### src/rtl/mips_pkg.sv
// Shared definitions for the single-cycle MIPS core: opcodes, fetch FSM states
// and the default boot address.
package mips_pkg;

  localparam logic [5:0] OP_RTYPE = 6'b000000;
  localparam logic [5:0] OP_LW    = 6'b100011;
  localparam logic [5:0] OP_SW    = 6'b101011;
  localparam logic [5:0] OP_BEQ   = 6'b000100;
  localparam logic [5:0] OP_ADDI  = 6'b001000;
  localparam logic [5:0] OP_J     = 6'b000010;

  localparam logic [31:0] DEFAULT_RESET_PC = 32'h0000_0000;

  typedef enum logic [1:0] {
    IDLE  = 2'd0,
    FETCH = 2'd1,
    EXEC  = 2'd2
  } fetch_state_e;

endpackage

### src/rtl/next_pc_logic.sv
// Next-PC selection for the fetch stage: jump beats taken branch beats sequential.
module next_pc_logic
  import mips_pkg::*;
(
  input  logic [31:0] pc_plus4,
  input  logic [25:0] instr_index,
  input  logic [31:0] sign_imm,
  input  logic        jump,
  input  logic        branch_taken,
  output logic [31:0] next_pc
);

  logic [31:0] jump_target;
  logic [31:0] branch_target;

  assign jump_target   = {pc_plus4[31:28], instr_index, 2'b00};
  assign branch_target = pc_plus4 + {sign_imm[29:0], 2'b00};

  always_comb begin
    next_pc = pc_plus4;
    if (jump) begin
      next_pc = jump_target;
    end else if (branch_taken) begin
      next_pc = branch_target;
    end
  end

endmodule

### src/rtl/fetch_unit.sv
// Instruction fetch stage: owns the PC, fetches one word at a time from
// instruction memory, presents it to decode and counts retired instructions.
module fetch_unit
  import mips_pkg::*;
#(
  parameter logic [31:0] RESET_PC = DEFAULT_RESET_PC
) (
  input  logic         clk,
  input  logic         rst,
  output logic         imem_req,
  output logic [31:0]  imem_addr,
  input  logic         imem_ready,
  input  logic [31:0]  imem_rdata,
  output logic [31:0]  instr,
  output logic         instr_valid,
  output logic [31:0]  pc,
  output logic [31:0]  pc_plus4,
  input  logic         hold,
  input  logic         jump,
  input  logic         branch_taken,
  input  logic [31:0]  sign_imm,
  output logic [31:0]  instr_count,
  output fetch_state_e fsm_state
);

  // Memory handshake: a fetch transfers on the edge where imem_req and
  // imem_ready are both high; until then imem_req stays high and imem_addr
  // stays put. imem_ready/imem_rdata are ignored whenever imem_req is low.

  fetch_state_e state_q, state_d;
  logic [31:0]  pc_q;
  logic [31:0]  instr_q;
  logic [31:0]  count_q;
  logic [31:0]  next_pc;

  next_pc_logic u_next_pc (
    .pc_plus4     (pc_plus4),
    .instr_index  (instr_q[25:0]),
    .sign_imm     (sign_imm),
    .jump         (jump),
    .branch_taken (branch_taken),
    .next_pc      (next_pc)
  );

  always_ff @(posedge clk) begin
    if (rst) begin
      state_q <= IDLE;
      pc_q    <= RESET_PC;
      instr_q <= 32'h0;
      count_q <= 32'h0;
    end else begin
      state_q <= state_d;
      if (state_q == FETCH && imem_ready) begin
        instr_q <= imem_rdata;
      end
      // Retirement: the redirect and the count only commit when decode releases hold.
      if (state_q == EXEC && !hold) begin
        pc_q    <= next_pc;
        count_q <= count_q + 32'd1;
      end
    end
  end

  always_comb begin
    state_d = state_q;
    case (state_q)
      IDLE:    state_d = FETCH;
      FETCH:   if (imem_ready) state_d = EXEC;
      EXEC:    if (!hold) state_d = FETCH;
      default: state_d = IDLE;
    endcase
  end

  assign imem_req    = (state_q == FETCH);
  assign imem_addr   = pc_q;
  assign instr       = instr_q;
  assign instr_valid = (state_q == EXEC);
  assign pc          = pc_q;
  assign pc_plus4    = pc_q + 32'd4;
  assign instr_count = count_q;
  assign fsm_state   = state_q;

endmodule

### config.mk
export PLATFORM = sky130hd
export DESIGN_NAME = fetch_unit
export DESIGN_NICKNAME = d
export VERILOG_FILES = /design/src/rtl/mips_pkg.sv /design/src/rtl/next_pc_logic.sv /design/src/rtl/fetch_unit.sv
export SDC_FILE = /design/constraint.sdc
export NUM_CORES = 1
export LEC_CHECK = 0
export ABC_CLOCK_PERIOD_IN_PS = 3150
export BUFFER_PORTS_ARGS = -buffer_cell sky130_fd_sc_hd__buf_2
export CAP_MARGIN = 20
export CORE_MARGIN = 1
export CORE_UTILIZATION = 46
export DETAILED_ROUTE_END_ITERATION = 10
export GPL_TIMING_DRIVEN = 0
export PLACE_DENSITY = 0.8
export SLEW_MARGIN = 40
export SYNTH_ARGS = -nofsm -noshare
export SYNTH_HDL_FRONTEND = slang
export SYNTH_HIERARCHICAL = 1
export SYNTH_SLANG_ARGS = --single-unit
### constraint.sdc
create_clock -name clk -period 3.15 [get_ports clk]
set_input_delay 0.315 -clock clk [delete_from_list [all_inputs] [get_ports clk]]
set_output_delay 0.315 -clock clk [all_outputs]
set_load 0.02 [all_outputs]
After elaboration in Yosys (flattened, before gate mapping)
Index checks and enable logic that the tools add are counted.
{"block": "op_classes", "add_sub_neg": 3, "n_eq_ne": 4, "muxes": 5, "reduce_logical": 5}
{"operator": "32-bit 2-to-1 mux", "n": 2}
{"operator": "32-bit by 1-bit adder with 32-bit output, second input constant", "n": 1}
{"operator": "32-bit by 3-bit adder with 32-bit output, second input constant", "n": 1}
{"operator": "32-bit adder", "n": 1}
{"operator": "2-bit one-hot mux with 3 select lines", "n": 1}
{"operator": "2-bit 2-to-1 mux", "n": 2}
{"operator": "2-bit by 1-bit equality test with 1-bit output, second input constant", "n": 1}
{"operator": "2-bit equality test, second input constant", "n": 1}
{"operator": "1-bit logical AND", "n": 2}
{"operator": "2-bit logical NOT", "n": 1}
{"operator": "2-bit by 1-bit inequality test with 1-bit output, second input constant", "n": 1}
{"operator": "2-bit inequality test, second input constant", "n": 1}
{"operator": "2-bit AND reduction", "n": 1}
{"operator": "1-bit logical NOT", "n": 1}
{"block": "word_totals", "register_bits": 98, "inputBits": 70, "output_inout_bits": 164, "word_cells": 21}

Logic depth before layout (Yosys ltp)
Gate-level depths: netlist (run 1).
{"block": "logic_depth", "ltp_word": 4, "ltp_mapped": 16, "mapped_depth_nobuf": 16}

Hierarchy
The synthesis (run 1) kept the hierarchy.
{"mod": "fetch_unit", "instances": 1, "cells_per_inst": 586, "area_per_inst_um2": 4561.9, "seq_area_each_um2": 1961.9}
{"mod": "next_pc_logic", "instances": 1, "cells_per_inst": 324, "area_per_inst_um2": 2199.6, "seq_area_each_um2": 0.0}

Least setup slack after synthesis (run 1)
Ideal clock, no wire load.
{"block": "synth_path", "path_kind": "reg2reg", "from": "reg pc_q[2], in the netlist imem_addr[2]", "to": "reg pc_q[31], in the netlist imem_addr[31]", "setup_ns": 0.132, "t_arrival_ns": 3.899, "required_time_ns": 3.018, "path_slack_ns": -0.882, "stages_incl_launch_ff": 17, "n_path_buf": 0, "period_less_slack_ns": 4.032, "cell_sequence": "dfxtp_1 > ha_1 > inv_1 > nor4_2 > nand4_1 > xnor2_1 > ha_1 > a21o_1 > a21o_1 > a21oi_1 > o21ai_0 > a211oi_1 > o31a_1 > o211ai_1 > xor2_1 > nand2_1 > a21oi_1"}
{"block": "synth_via", "elab_chain_len": 4}
{"item": "start: declaration", "line": "fetch_unit.sv:31", "text": "logic [31:0] pc_q;"}
{"item": "start signal: assignment", "line": "fetch_unit.sv:58", "text": "pc_q <= next_pc;"}
{"item": "32-bit by 3-bit adder with 32-bit output", "line": "fetch_unit.sv:79", "text": "assign pc_plus4 = pc_q + 32'd4;"}
{"item": "via pc_plus4[24]", "line": "fetch_unit.sv:17", "text": "output logic [31:0] pc_plus4,"}
{"item": "32-bit adder", "line": "next_pc_logic.sv:17", "text": "assign branch_target = pc_plus4 + {sign_imm[29:0], 2'b00};"}
{"item": "32-bit 2-to-1 mux", "line": "next_pc_logic.sv:23", "text": "end else if (branch_taken) begin"}
{"item": "32-bit 2-to-1 mux", "line": "next_pc_logic.sv:21", "text": "if (jump) begin"}
{"item": "via next_pc[31]", "line": "fetch_unit.sv:34", "text": "logic [31:0] next_pc;"}
The timed path passes the listed nets, and every way through them passes these cells.
A chain may end at the register's enable or synchronous reset.

Final worst setup path (run 1)
{"block": "layout_path", "from": "reg pc_q[8], in the netlist imem_addr[8]", "to": "reg pc_q[31], in the netlist imem_addr[31]"}
{"block": "layout_via", "elab_chain_len": 4}
{"item": "32-bit by 3-bit adder with 32-bit output (*)", "line": "fetch_unit.sv:79"}
{"item": "32-bit adder", "line": "next_pc_logic.sv:17"}
{"item": "32-bit 2-to-1 mux", "line": "next_pc_logic.sv:23"}
{"item": "32-bit 2-to-1 mux (*)", "line": "next_pc_logic.sv:21"}
{"item": "via next_pc[31]", "line": "fetch_unit.sv:34"}
The timed path passes the listed nets; every way through them passes the cells marked *.

==> results of run 1 <==
## sequential cells by signal, indices dropped and copies added (netlist names)
name,cells
fsm_state,2
imem_addr,32
instr,32
instr_count,32
## path summary, 6_finish.rpt
check	from	endpoint	slack [ns]
setup / recovery	imem_addr[8]$_SDFFE_PP0P_	imem_addr[31]$_SDFFE_PP0P_	-0.39
hold / removal	imem_rdata[17]	instr[17]$_SDFFE_PP0P_	0.22
setup reg to reg	imem_addr[8]$_SDFFE_PP0P_	imem_addr[31]$_SDFFE_PP0P_	-0.39
hold reg to reg	instr[29]$_SDFFE_PP0P_	instr[29]$_SDFFE_PP0P_	0.45
## area by class of cell
cell class                 count  area (sq um)
multi-input combinational    711          5060
fill                        1122          4270
sequential                    98          2020
timing repair buffer         300          1700
buffer                        79           480
clock buffer                   9           225
tap                          180           225
inverter                      19          71.3
clock inverter                 7          36.3
antenna                        2          5.00
## through the flow
| step | hold WS [ns] | util (%) | TNS, ns | cell area, sq um |
|---|---|---|---|---|
| after floorplan | 0.451 | - | -2.94 | 7010 |
| after global placement | 0.440 | 59.4 | -9.36 | 8380 |
| after detailed placement | 0.445 | 59.5 | -10.27 | 8380 |
| after CTS | 0.206 | 66.5 | -1.20 | 9370 |
| after global routing | 0.201 | 69.7 | -5.39 | 9830 |
| final | 0.216 | 69.7 | -3.20 | 9830 |
## report_power, final
part	total, uW	internal, uW	switching [uW]
clock network	973	525	448
registers	1280	1250	28.2
logic	507	201	306
## cell usage after synthesis (7+ instances only)
library cell  number  area (sq um)
nand2_1          190           713
a21oi_1          124           621
dfxtp_1           98          1960
xnor2_1           45           394
o21ai_0           42           210
clkbuf_1          38           143
nor2_1            37           139
buf_4             34           255
ha_1              31           388
nand3_1           30           150
nand4_1           24           150
inv_1             19          71.3
xor2_1            18           158
or4_1             14           105
mux2i_1           13           130
o31ai_1           12          90.1
a21o_1            11          82.6
nor3_1            10          50.1
or3_1              9          56.3
nor2b_1            8          50.1
and4_1             7          61.3
## metal layers
| layer | up-vias | global-route usage, % | part of all wire (%) |
|---|---|---|---|
| li1 | 3809 | - | - |
| met1 | 3765 | 36.7 | 37 |
| met2 | 552 | 52.3 | 47 |
| met3 | 133 | 8.21 | 11 |
| met4 | 0 | 11.6 | 4.3 |
| met5 | - | 0 | 0 |
## worst reg2reg max path: stages (launching register included)
cell and delay, ns:
dfxtp_4 0.35, nand4_1 0.20, buf_4 0.21, nor4_4 0.13
buf_6 0.16, buf_4 0.11, nand3_2 0.12, xnor2_4 0.22
ha_4 0.26, a21oi_1 0.23, o21bai_1 0.15, a21oi_2 0.25
nor2_1 0.09, a211oi_2 0.24, o31a_1 0.18, o211ai_1 0.11
xor2_1 0.26, nand2_1 0.08, a21oi_1 0.12
## repair_timing
item                                    in CTS  in global routing
resized for setup                           76                 65
endpoints found under the setup margin      19                 20
gates cloned                                 0                  0
buffers inserted                            51                 22
pin swaps                                   64                 50
## cells by family (layout without fill, tap and decap cells)
logic type,after synthesis,after routing
compound gates,238,238
xor+xnor,63,63
fa+ha+maj,32,32
buf+inv,101,414
flops,98,98
mux,14,14
other cells,0,2
simple gates,364,364
==> summary.md, run 1 <==
| Metric | Value |
|---|---|
| Post-synthesis compound-gate area fraction | 20.8% |
| RSZ-0062 raised after global routing | yes |
| XOR/XNOR share of the synthesized area | 8.16% |
| Layout Area Growth over Synthesis | 45.4% |
| CP Launch Type | flop |
| H-tree Lvls | 3 |
| Final setup violation count | 16 |
| Dpl ws | -0.790 ns |
| CTS Buffer Depth | 2 |
| CTS root buf | clkbuf_16 |
| Via count | 8259 |
| Failing checks | negative setup slack |
| Status | finished, violations left |
| Initial antenna violation count | 0 |
| Sequential area share after synthesis | 29.0% |
| Headroom to the max-slew limit | 47.2% |
| Die ar. | approximately 15000 sq um |
| EDFF count, synth | 0 |
| Critical path type | reg2reg |
| Vias per inst | 5.88 |
| TritonCTS clock tree | built |
| Mapped Area | 6760 sq um |
| Critical path depth | 18 |
| Period utilization | 112% |
| Cts bufs inserted | 9 |
| Synth unique cells | 66 |
| Std cell rows | 43 |
| IO buf count | 228 |
| Die X-Extent | 123 um |
| Simple-gate share of the synthesized area | 25.6% |
| DRT iter0 DRCs | 838 |
| Synth Area in Adders | a little over 6% |
| Slowest library cell on the worst path | dfxtp_4 |
| Ys Warns | 6 |
| Arr. time, crit path | 3.80 ns |
| Post-DP HPWL | around 17000 um |
| Commonest non-fill, non-tap cell in the layout | buf_2 |
| Vias in the first global route | 7158 |
| R2R depth | 18 |
| Worst-path cell chain | nand4_1 -> buf_4 -> nor4_4 -> buf_6 -> buf_4 -> nand3_2 -> xnor2_4 -> ha_4 -> a21oi_1 -> o21bai_1 -> a21oi_2 -> nor2_1 -> a211oi_2 -> o31a_1 -> o211ai_1 -> xor2_1 -> nand2_1 -> a21oi_1 |
| Hold WC Path Type | in2reg |
| Core Area | roughly 14000 sq um |
| Io pins | 234 |
| WHS Path Cells | 3 |
| Worst-path maximum fanout | 6 |
| CP Buf/Inv Count | 3 |
| Clock Latency Late Sink | 0.34 ns |
| Number of detailed-route iterations in the first pass | 7 |
| Post-Syn Instances | 910 |
| Critical Path RT | 3.41 ns |
| RD Place Congestion | 0.938 |
| Total power | 2760 uW |
| Synthesis-stage register bit count | 98 |
| Largest family of logic cells by synthesized area | simple AND/OR/NAND/NOR gates |
| Measured slew at the worst slew-check pin | 0.791 ns |
| Most frequent cells in the layout | buf_2, nand2_1, a21oi_1 |
| Die height | 123 um |
| Period minus WS final | 3.54 ns |
| Routed wire length | 25800 um |
| Ys flop type | dfxtp_1 |
| Worst Skew | 0.00619 ns |
| Final Hold Fails | 0 |
| Mean Syn Cell Area | 7.43 sq um |
| Routed Antenna Nets | 0 |
| Layout cells sized above 1 | between 40% and 50% |
| Largest delay share family, worst path | compound AO/OA/AOI/OAI gates |
| Setup WS post-layout | -0.392 ns |
| Starting density of the core | 48.0% |
| Synth Net Count | about 1000 |
| Pleak | 0.00444 uW |
| Post-Layout Cell Count | about 1400 |
| Crit path capture type | flop |
| Hold_buf cts | 0 |
| CP max stage delay | about 0.35 ns |
| Avg WL per Cell | 18.4 um |
| All-Layer GR Usage | roughly 30% |
| Final number of max-transition violations | 0 |
| Mux share of post-synthesis cell area | under 10% |
| Ys async rst share | 0% |
| Final #Nets | 1320 |
| Max Clock Freq | roughly 280 MHz |
| Peak supply drop | ~0.27 mV |
| Pin count of the biggest net entering global routing | 16 |
| Pwr/cell area | 281 nW/um^2 |
| First-pass GRT wire length | 36200 um |
| Gr ovfl total | 0 |
| Max-cap viol count | 0 |
| Clk pin slew, worst setup/hold paths | 0.07 ns |
| Residual DRC count | 0 |
| Clock sink count | 98 |
| Post-Place Cells | 1318 |
Note: power is estimated with default switching activity, not from simulation.
==> run 2: changes to the inputs <==
==> constraint.sdc (replaced) <==
create_clock -name clk -period 3.15 [get_ports clk]
set_input_delay 0.315 -clock clk [delete_from_list [all_inputs] [get_ports clk]]
set_output_delay 0.315 -clock clk [all_outputs]
set_load 0.1 [all_outputs]
==> summary.md, run 2 (same netlist as run 1, synthesis figures left out) <==
| Metric | Value |
|---|---|
| Status | finished, violations left |
| Failing checks | negative setup slack |
| Initial antenna violation count | 2 (+2) |
| DRT iter0 DRCs | 625 (-25%) |
| Clock sink count | 98 (unchanged) |
| Layout Area Growth over Synthesis | 47.2% |
| Die height | 123 um (unchanged) |
| Most frequent cells in the layout | buf_2, nand2_1, a21oi_1 |
| Final Hold Fails | 0 (unchanged) |
| H-tree Lvls | 3 (unchanged) |
| Avg WL per Cell | 17.6 um (-4.1%) |
| IO buf count | 228 (unchanged) |
| Final setup violation count | 14 (-2) |
| CP Launch Type | flop |
| Reg2reg setup slack | -0.34 ns (+0.05 ns) |
| Measured slew at the worst slew-check pin | 0.707 ns (-0.0839 ns) |
| WHS Path Cells | 3 (unchanged) |
| Vias in the first global route | 7045 (-1.6%) |
| CTS root buf | clkbuf_16 |
| Pwr/cell area | 317 nW/um^2 (+13%) |
| Worst-path maximum fanout | 5 (-1) |
| Worst Setup SP | imem_addr[9]$_SDFFE_PP0P_ |
| Die ar. | 15200 sq um (unchanged) |
| Routed wire length | 24400 um (-5.6%) |
| Number of detailed-route iterations in the first pass | 5 (-2) |
| Period utilization | 111% (-1.6 points) |
| Via count | 7961 (-3.6%) |
| Max-cap viol count | 0 (unchanged) |
| Residual DRC count | 0 (unchanged) |
| Cts bufs inserted | 9 (unchanged) |
| Setup WS post-layout | -0.343 ns (+0.0489 ns) |
| All-Layer GR Usage | 30.2% (-0.46 points) |
| First-pass GRT wire length | 35500 um (-1.9%) |
| Final number of max-transition violations | 0 (unchanged) |
| RD Place Congestion | 0.942 (+0.43%) |
| Peak supply drop | 0.343 mV (+29%) |
| R2r startpoint | imem_addr[9]$_SDFFE_PP0P_ |
| R2R depth | 18 (unchanged) |
| Std cell rows | 43 (unchanged) |
| Vias per inst | 5.76 (-2.0%) |
| Pleak | 0.00441 uW (-0.73%) |
| Gr ovfl total | 0 (unchanged) |
| Starting density of the core | 48.0% (unchanged) |
| Critical path type | reg2reg |
| Dpl ws | -0.993 ns (-0.203 ns) |
| Core Area | 14100 sq um (unchanged) |
| TritonCTS clock tree | built |
| RSZ-0062 raised after global routing | yes |
| Routed Antenna Nets | 0 (unchanged) |
| Final #Nets | 1297 (-1.7%) |
| Commonest non-fill, non-tap cell in the layout | buf_2 |
| Worst Skew | 0.00756 ns (+0.00137 ns) |
| Total power | 3150 uW (+14%) |
| Crit path capture type | flop |
| Post-DP HPWL | 17400 um (+2.8%) |
| Clk pin slew, worst setup/hold paths | 0.07 ns (about the same) |
| Die X-Extent | 123 um (unchanged) |
| Io pins | 234 (unchanged) |
| Period minus WS final | 3.49 ns (-0.0489 ns) |
| Worst hold start | imem_rdata[21] |
| Clock Latency Late Sink | 0.34 ns (about the same) |
| CTS Buffer Depth | 2 (unchanged) |
| Critical Path RT | 3.41 ns (about the same) |
| Hold WC Path Type | in2reg |
| Layout cells sized above 1 | 40.5% (-0.30 points) |
| Headroom to the max-slew limit | 52.8% (+5.6 points) |
| Pin count of the biggest net entering global routing | 17 (+1) |
| Arr. time, crit path | 3.76 ns (-0.04 ns) |
| Filler instances | 1139 (+1.5%) |
| Max Clock Freq | 286 MHz (+1.4%) |
## run 2: cell types whose count changed in the layout (fill, tap and decap cells not counted), moves of 3 or more
cell and change:
buf_4 -24, clkinv_2 -4, ha_1 -3, nand3_1 -6, nand3_2 +5, o21ai_0 -4, o21ai_1 +6, xnor2_1 -6
xnor2_2 -7, xnor2_4 +13
## run 2: cell type report
class                      count  area, sq um  share of cell area (%)
buffer                        79          477                    4.79
tap                          180          225                    2.26
inverter                      19         73.8                   0.742
timing repair buffer         277         1530                    15.4
sequential                    98         2030                    20.4
antenna                        2         5.00                  0.0503
clock buffer                  10          239                    2.40
multi-input combinational    711         5290                    53.1
clock inverter                 6         87.6                   0.880
## run 2: what timing repair did
action,in CTS,in global routing
pin swaps,26,42
cloned,1,0
buffers inserted,36,15
resized for setup,83,60
hold buffers,0,0
hold endpoints to repair,0,0
setup endpoints to repair,21,21
## run 2: stage by stage
stage | std cells | TNS (ns) | hold WS (ns) | cell area (sq um) | util [%]
finish | 1382 | -3.01 | 0.206 | 9950 | 70.6
global route | 1381 | -5.11 | 0.205 | 9950 | 70.6
CTS | 1367 | -1.35 | 0.193 | 9600 | 68.1
detailed placement | 1318 | -12.77 | 0.444 | 8660 | 61.4
global placement | 1318 | -13.03 | 0.439 | 8650 | 61.3
floorplan | 910 | -22.24 | 0.451 | 7280 | -
## run 2: final timing paths
kind,endpoint
worst min register to register,instr[26]$_SDFFE_PP0P_
worst max-delay path,imem_addr[24]$_SDFFE_PP0P_
worst min-delay path,instr[21]$_SDFFE_PP0P_
worst max register to register,imem_addr[24]$_SDFFE_PP0P_
## run 2: critical path, stage by stage, from the launching register on
cell and delay, ns:
dfxtp_4 0.37, nand4_1 0.12, buf_4 0.17, nor4_4 0.26, buf_6 0.19, nand3_4 0.10
xnor2_4 0.29, ha_4 0.28, inv_1 0.12, o21bai_1 0.10, a21o_1 0.24, a21oi_1 0.20
o211ai_1 0.12, buf_4 0.17, a21boi_1 0.16, xnor2_1 0.11, o21ai_1 0.19, nand2_1 0.07
a21oi_1 0.13
## run 2: where the power goes
| group | switching, uW | internal [uW] | total (uW) | leakage (uW) |
|---|---|---|---|---|
| Combinational | 493 | 193 | 686 | 0.00344 |
| Clock | 471 | 717 | 1190 | 0.000153 |
| Sequential | 28.9 | 1250 | 1280 | 0.000809 |
| Total | 993 | 2160 | 3150 | 0.00441 |
## run 2: per-layer routing
metal | global-route usage [%] | vias to the layer above | part of all wire, %
met4 | 12.3 | 2 | 2.9
li1 | - | 3749 | -
met3 | 6.41 | 63 | 9.9
met2 | 49.3 | 418 | 47
met5 | 0 | - | 0.049
met1 | 38.6 | 3729 | 40
==> run 3: changes to the inputs <==
--- a/config.mk
+++ b/config.mk
@@ -5,14 +5,15 @@
 export SDC_FILE = /design/constraint.sdc
 export NUM_CORES = 1
 export LEC_CHECK = 0
+export ABC_AREA = 1
 export ABC_CLOCK_PERIOD_IN_PS = 3150
 export BUFFER_PORTS_ARGS = -buffer_cell sky130_fd_sc_hd__buf_2
 export CAP_MARGIN = 20
 export CORE_MARGIN = 1
-export CORE_UTILIZATION = 46
+export CORE_UTILIZATION = 48
 export DETAILED_ROUTE_END_ITERATION = 10
 export GPL_TIMING_DRIVEN = 0
-export PLACE_DENSITY = 0.8
+export PLACE_DENSITY = 0.81
 export SLEW_MARGIN = 40
 export SYNTH_ARGS = -nofsm -noshare
 export SYNTH_HDL_FRONTEND = slang
==> summary.md, run 3 <==
| Metric | Value |
|---|---|
| Largest family of logic cells by synthesized area | simple AND/OR/NAND/NOR gates |
| Hold slack | 0.240 ns (+0.0336 ns) |
| Period minus WS final | 3.10 ns (-0.395 ns) |
| Peak supply drop | 0.298 mV (-13%) |
| RSZ-0062 raised after global routing | yes |
| Pleak | 0.00538 uW (+22%) |
| Ys Warns | 6 (unchanged) |
| Clock sink count | 98 (unchanged) |
| CTS root buf | clkbuf_16 |
| Simple-gate share of the synthesized area | 40.9% (+15 points) |
| Routed Antenna Nets | 0 (unchanged) |
| Most common cell in the netlist | nand2_1 |
| Max-cap viol count | 0 (unchanged) |
| RD Place Congestion | 0.942 (about the same) |
| Largest delay share family, worst path | simple AND/OR/NAND/NOR gates |
| Mux share of post-synthesis cell area | 0% (-2.1 points) |
| Vias per inst | 5.36 (-6.9%) |
| Post-synthesis compound-gate area fraction | 12.0% (-8.9 points) |
| Max Clock Freq | 323 MHz (+13%) |
| Mean Syn Cell Area | 5.96 sq um (-20%) |
| Post-DP HPWL | 22600 um (+30%) |
| Most frequent cells in the layout | nand2_1, buf_2, inv_1 |
| Power Internal | 2220 uW (+2.9%) |
| Vias in the first global route | 8413 (+19%) |
| CP Launch Type | flop |
| Crit path capture type | flop |
| Final Hold Fails | 0 (unchanged) |
| Antenna Cells | 0 (-2) |
| Ys flop type | dfxtp_1 |
| EDFF count, synth | 0 (unchanged) |
| Sw Share | 36.3% (+4.8 points) |
| Min-Delay Endpoint | instr[0]$_SDFFE_PP0P_ |
| CP max stage delay | 0.37 ns (about the same) |
| Layout Area Growth over Synthesis | 41.2% |
| Worst-path maximum fanout | 5 (unchanged) |
| Sequential Power Share | 37.1% (-3.5 points) |
| Pwr/cell area | 314 nW/um^2 (-0.77%) |
| Post-synth top cells | nand2_1, inv_1, nor2_1 |
| First-pass GRT wire length | 42700 um (+20%) |
| Most used cell, CP | nand2_1 |
| XOR/XNOR share of the synthesized area | 3.79% (-4.4 points) |
| Worst Skew | 0.0143 ns (+0.00677 ns) |
| H-tree Lvls | 3 (unchanged) |
| Io pins | 234 (unchanged) |
| Gr ovfl total | 0 (unchanged) |
| Starting density of the core | 49.3% (+1.3 points) |
| Final setup violation count | 0 (-14) |
| All-Layer GR Usage | 32.7% (+2.5 points) |
| Residual DRC count | 0 (unchanged) |
| Via count | 9694 (+22%) |
| Total power | 3490 uW (+11%) |
| Critical path type | reg2reg |
| Setup TNS | 0 ns (+3.01 ns) |
| Critical Path RT | 3.37 ns (-0.04 ns) |
| Worst Setup SP | imem_addr[10]$_SDFFE_PP0P_ |
| Final #Nets | 1689 (+30%) |
| Synthesis-stage register bit count | 98 (unchanged) |
| Pin count of the biggest net entering global routing | 16 (-1) |
| Status | completed |
| Net Switching | 1270 uW (+28%) |
| Commonest non-fill, non-tap cell in the layout | nand2_1 |
| Routed wire length | 29500 um (+21%) |
| Synth Area in Adders | 5.19% (-0.84 points) |
| Largest area contributor in the netlist | dfxtp_1 |
| WHS Path Cells | 3 (unchanged) |
| Period utilization | 98.4% (-13 points) |
| Hold WC Path Type | in2reg |
| Sequential area share after synthesis | 25.0% (-4.1 points) |
| Dominant cells by area after synthesis | dfxtp_1, nand2_1, inv_1 |
| Synth Net Count | 1422 (+41%) |
| Final core occ | 69.6% (-0.98 points) |
| CTS Buffer Depth | 2 (unchanged) |
| Die X-Extent | 130 um (+5.5%) |
| Core Area | 15900 sq um (+13%) |
| Avg WL per Cell | 16.3 um (-7.5%) |
| R2r startpoint | imem_addr[10]$_SDFFE_PP0P_ |
| Reg2reg end | imem_addr[16]$_SDFFE_PP0P_ |
| Final number of max-transition violations | 0 (unchanged) |
| Post-Syn Instances | 1320 (+45%) |
| Post-synth top area share | 25.0% (-4.1 points) |
| Measured slew at the worst slew-check pin | 0.685 ns (-0.0229 ns) |
| Cts bufs inserted | 9 (unchanged) |
| R2R depth | 19 (+1) |
| Std cell rows | 46 (+7.0%) |
| Headroom to the max-slew limit | 54.4% (+1.5 points) |
| CP Buf/Inv Count | 1 (-3) |
| Initial antenna violation count | 0 (-2) |
| Worst-path cell chain | nand2_1 -> nor2_1 -> nand4_1 -> buf_4 -> nor2_4 -> xor2_4 -> ha_4 -> nand2_1 -> nand2_1 -> nand2_1 -> nand2_1 -> o21bai_1 -> nor2_1 -> xor2_1 -> nand2_1 -> nand2_2 -> nand2_1 -> o21ai_1 -> a21oi_1 |
| Slowest library cell on the worst path | dfxtp_4 |
| Layout cells sized above 1 | 33.7% (-6.8 points) |
| Number of detailed-route iterations in the first pass | 9 (+4) |
| Reg2reg setup slack | 0.05 ns (+0.39 ns) |
| Mapped Area | 7860 sq um (+16%) |
| Die ar. | 16900 sq um (+11%) |
| TritonCTS clock tree | built |
| Ys async rst share | 0% (unchanged) |
| Clock network power share | 34.1% (-3.6 points) |
| IO buf count | 228 (unchanged) |
| Clock Latency Late Sink | 0.35 ns (about the same) |
| Die height | 130 um (+5.5%) |
| Logic pwr share | 28.8% (+7.0 points) |
| Arr. time, crit path | 3.31 ns (-0.45 ns) |
| Worst hold start | imem_rdata[0] |
| Synth unique cells | 40 (-39%) |
| DRT iter0 DRCs | 920 (+47%) |
| Clk pin slew, worst setup/hold paths | 0.07 ns (about the same) |
| Hold_buf cts | 0 (unchanged) |
[run 3: changes by cell type after synthesis, sizes merged, moves of 12 or more]
cell | previous run | this run
nand2 | 190 | 420
inv | 19 | 166
nor2 | 37 | 139
nand3 | 31 | 115
xnor2 | 45 | 7
nor3 | 10 | 26
or4 | 14 | 0
clkbuf | 40 | 27
mux2i | 13 | 0
a21oi | 125 | 113
o31ai | 12 | 0
[run 3: tightest hold or removal path, cell delays in order]
cell	delay, ns
buf_2	0.09
nand3_1	0.07
a21oi_1	0.06
[run 3: per-stage QoR]
stage / worst slack [ns] / cell area, sq um / std cells
after floorplan: -0.357 / 8600 / 1320
after global placement: -0.248 / 10000 / 1764
after detailed placement: -0.331 / 10000 / 1764
after CTS: 0.000908 / 10400 / 1781
after global routing: -0.127 / 11100 / 1807
final: 0.0512 / 11100 / 1807
[run 3: worst max path at each step]
| stage | to | slack [ns] | cells past startpoint |
|---|---|---|---|
| 2_1_floorplan | imem_addr[31]$_SDFFE_PP0P_ | -0.36 | 21 |
| 3_3_place_gp | imem_addr[26]$_SDFFE_PP0P_ | -0.25 | 20 |
| 3_5_place_dp | imem_addr[26]$_SDFFE_PP0P_ | -0.33 | 20 |
| 4_1_cts | imem_addr[26]$_SDFFE_PP0P_ | 0.0009 | 19 |
| 5_1_grt | imem_addr[16]$_SDFFE_PP0P_ | -0.13 | 19 |
| 6_report | imem_addr[16]$_SDFFE_PP0P_ | 0.05 | 19 |
[run 3: what timing repair did]
action | 4_1_cts | 5_1_grt
pin swaps | 7 | 59
setup endpoints to repair | 14 | 20
resized for setup | 20 | 111
gates cloned | 0 | 0
buffers inserted | 3 | 26
[run 3: cell families after synthesis]
kind of cell | Yosys count
simple gates | 736
buf+inv | 238
compound gates | 182
flops | 98
xor+xnor | 34
fa+ha+maj | 32
[run 3: final cells by class]
class | instances | area, sq um
fill | 1369 | 4840
inverter | 167 | 637
timing repair buffer | 257 | 1380
buffer | 70 | 403
clock buffer | 11 | 243
sequential | 98 | 2040
multi-input combinational | 984 | 6050
tap | 216 | 270
clock inverter | 4 | 76.3
[run 3: layer usage]
layer / part of all wire, % / track usage [%] / wire length, um
met1: 41 / 42.1 / 11900
met2: 49 / 57.0 / 14400
met3: 7.9 / 4.63 / 2320
met4: 2.6 / 9.23 / 759
met5: 0 / 0 / 0
[run 3: power by group through the flow]
stage,Sequential (uW),Combinational [uW],Clock (uW)
5_1_grt,1300,1060,1240
6_report,1300,1010,1190
3_5_place_dp,1320,927,0
3_3_place_gp,1320,918,0
4_1_cts,1300,936,1190
2_1_floorplan,1530,505,0
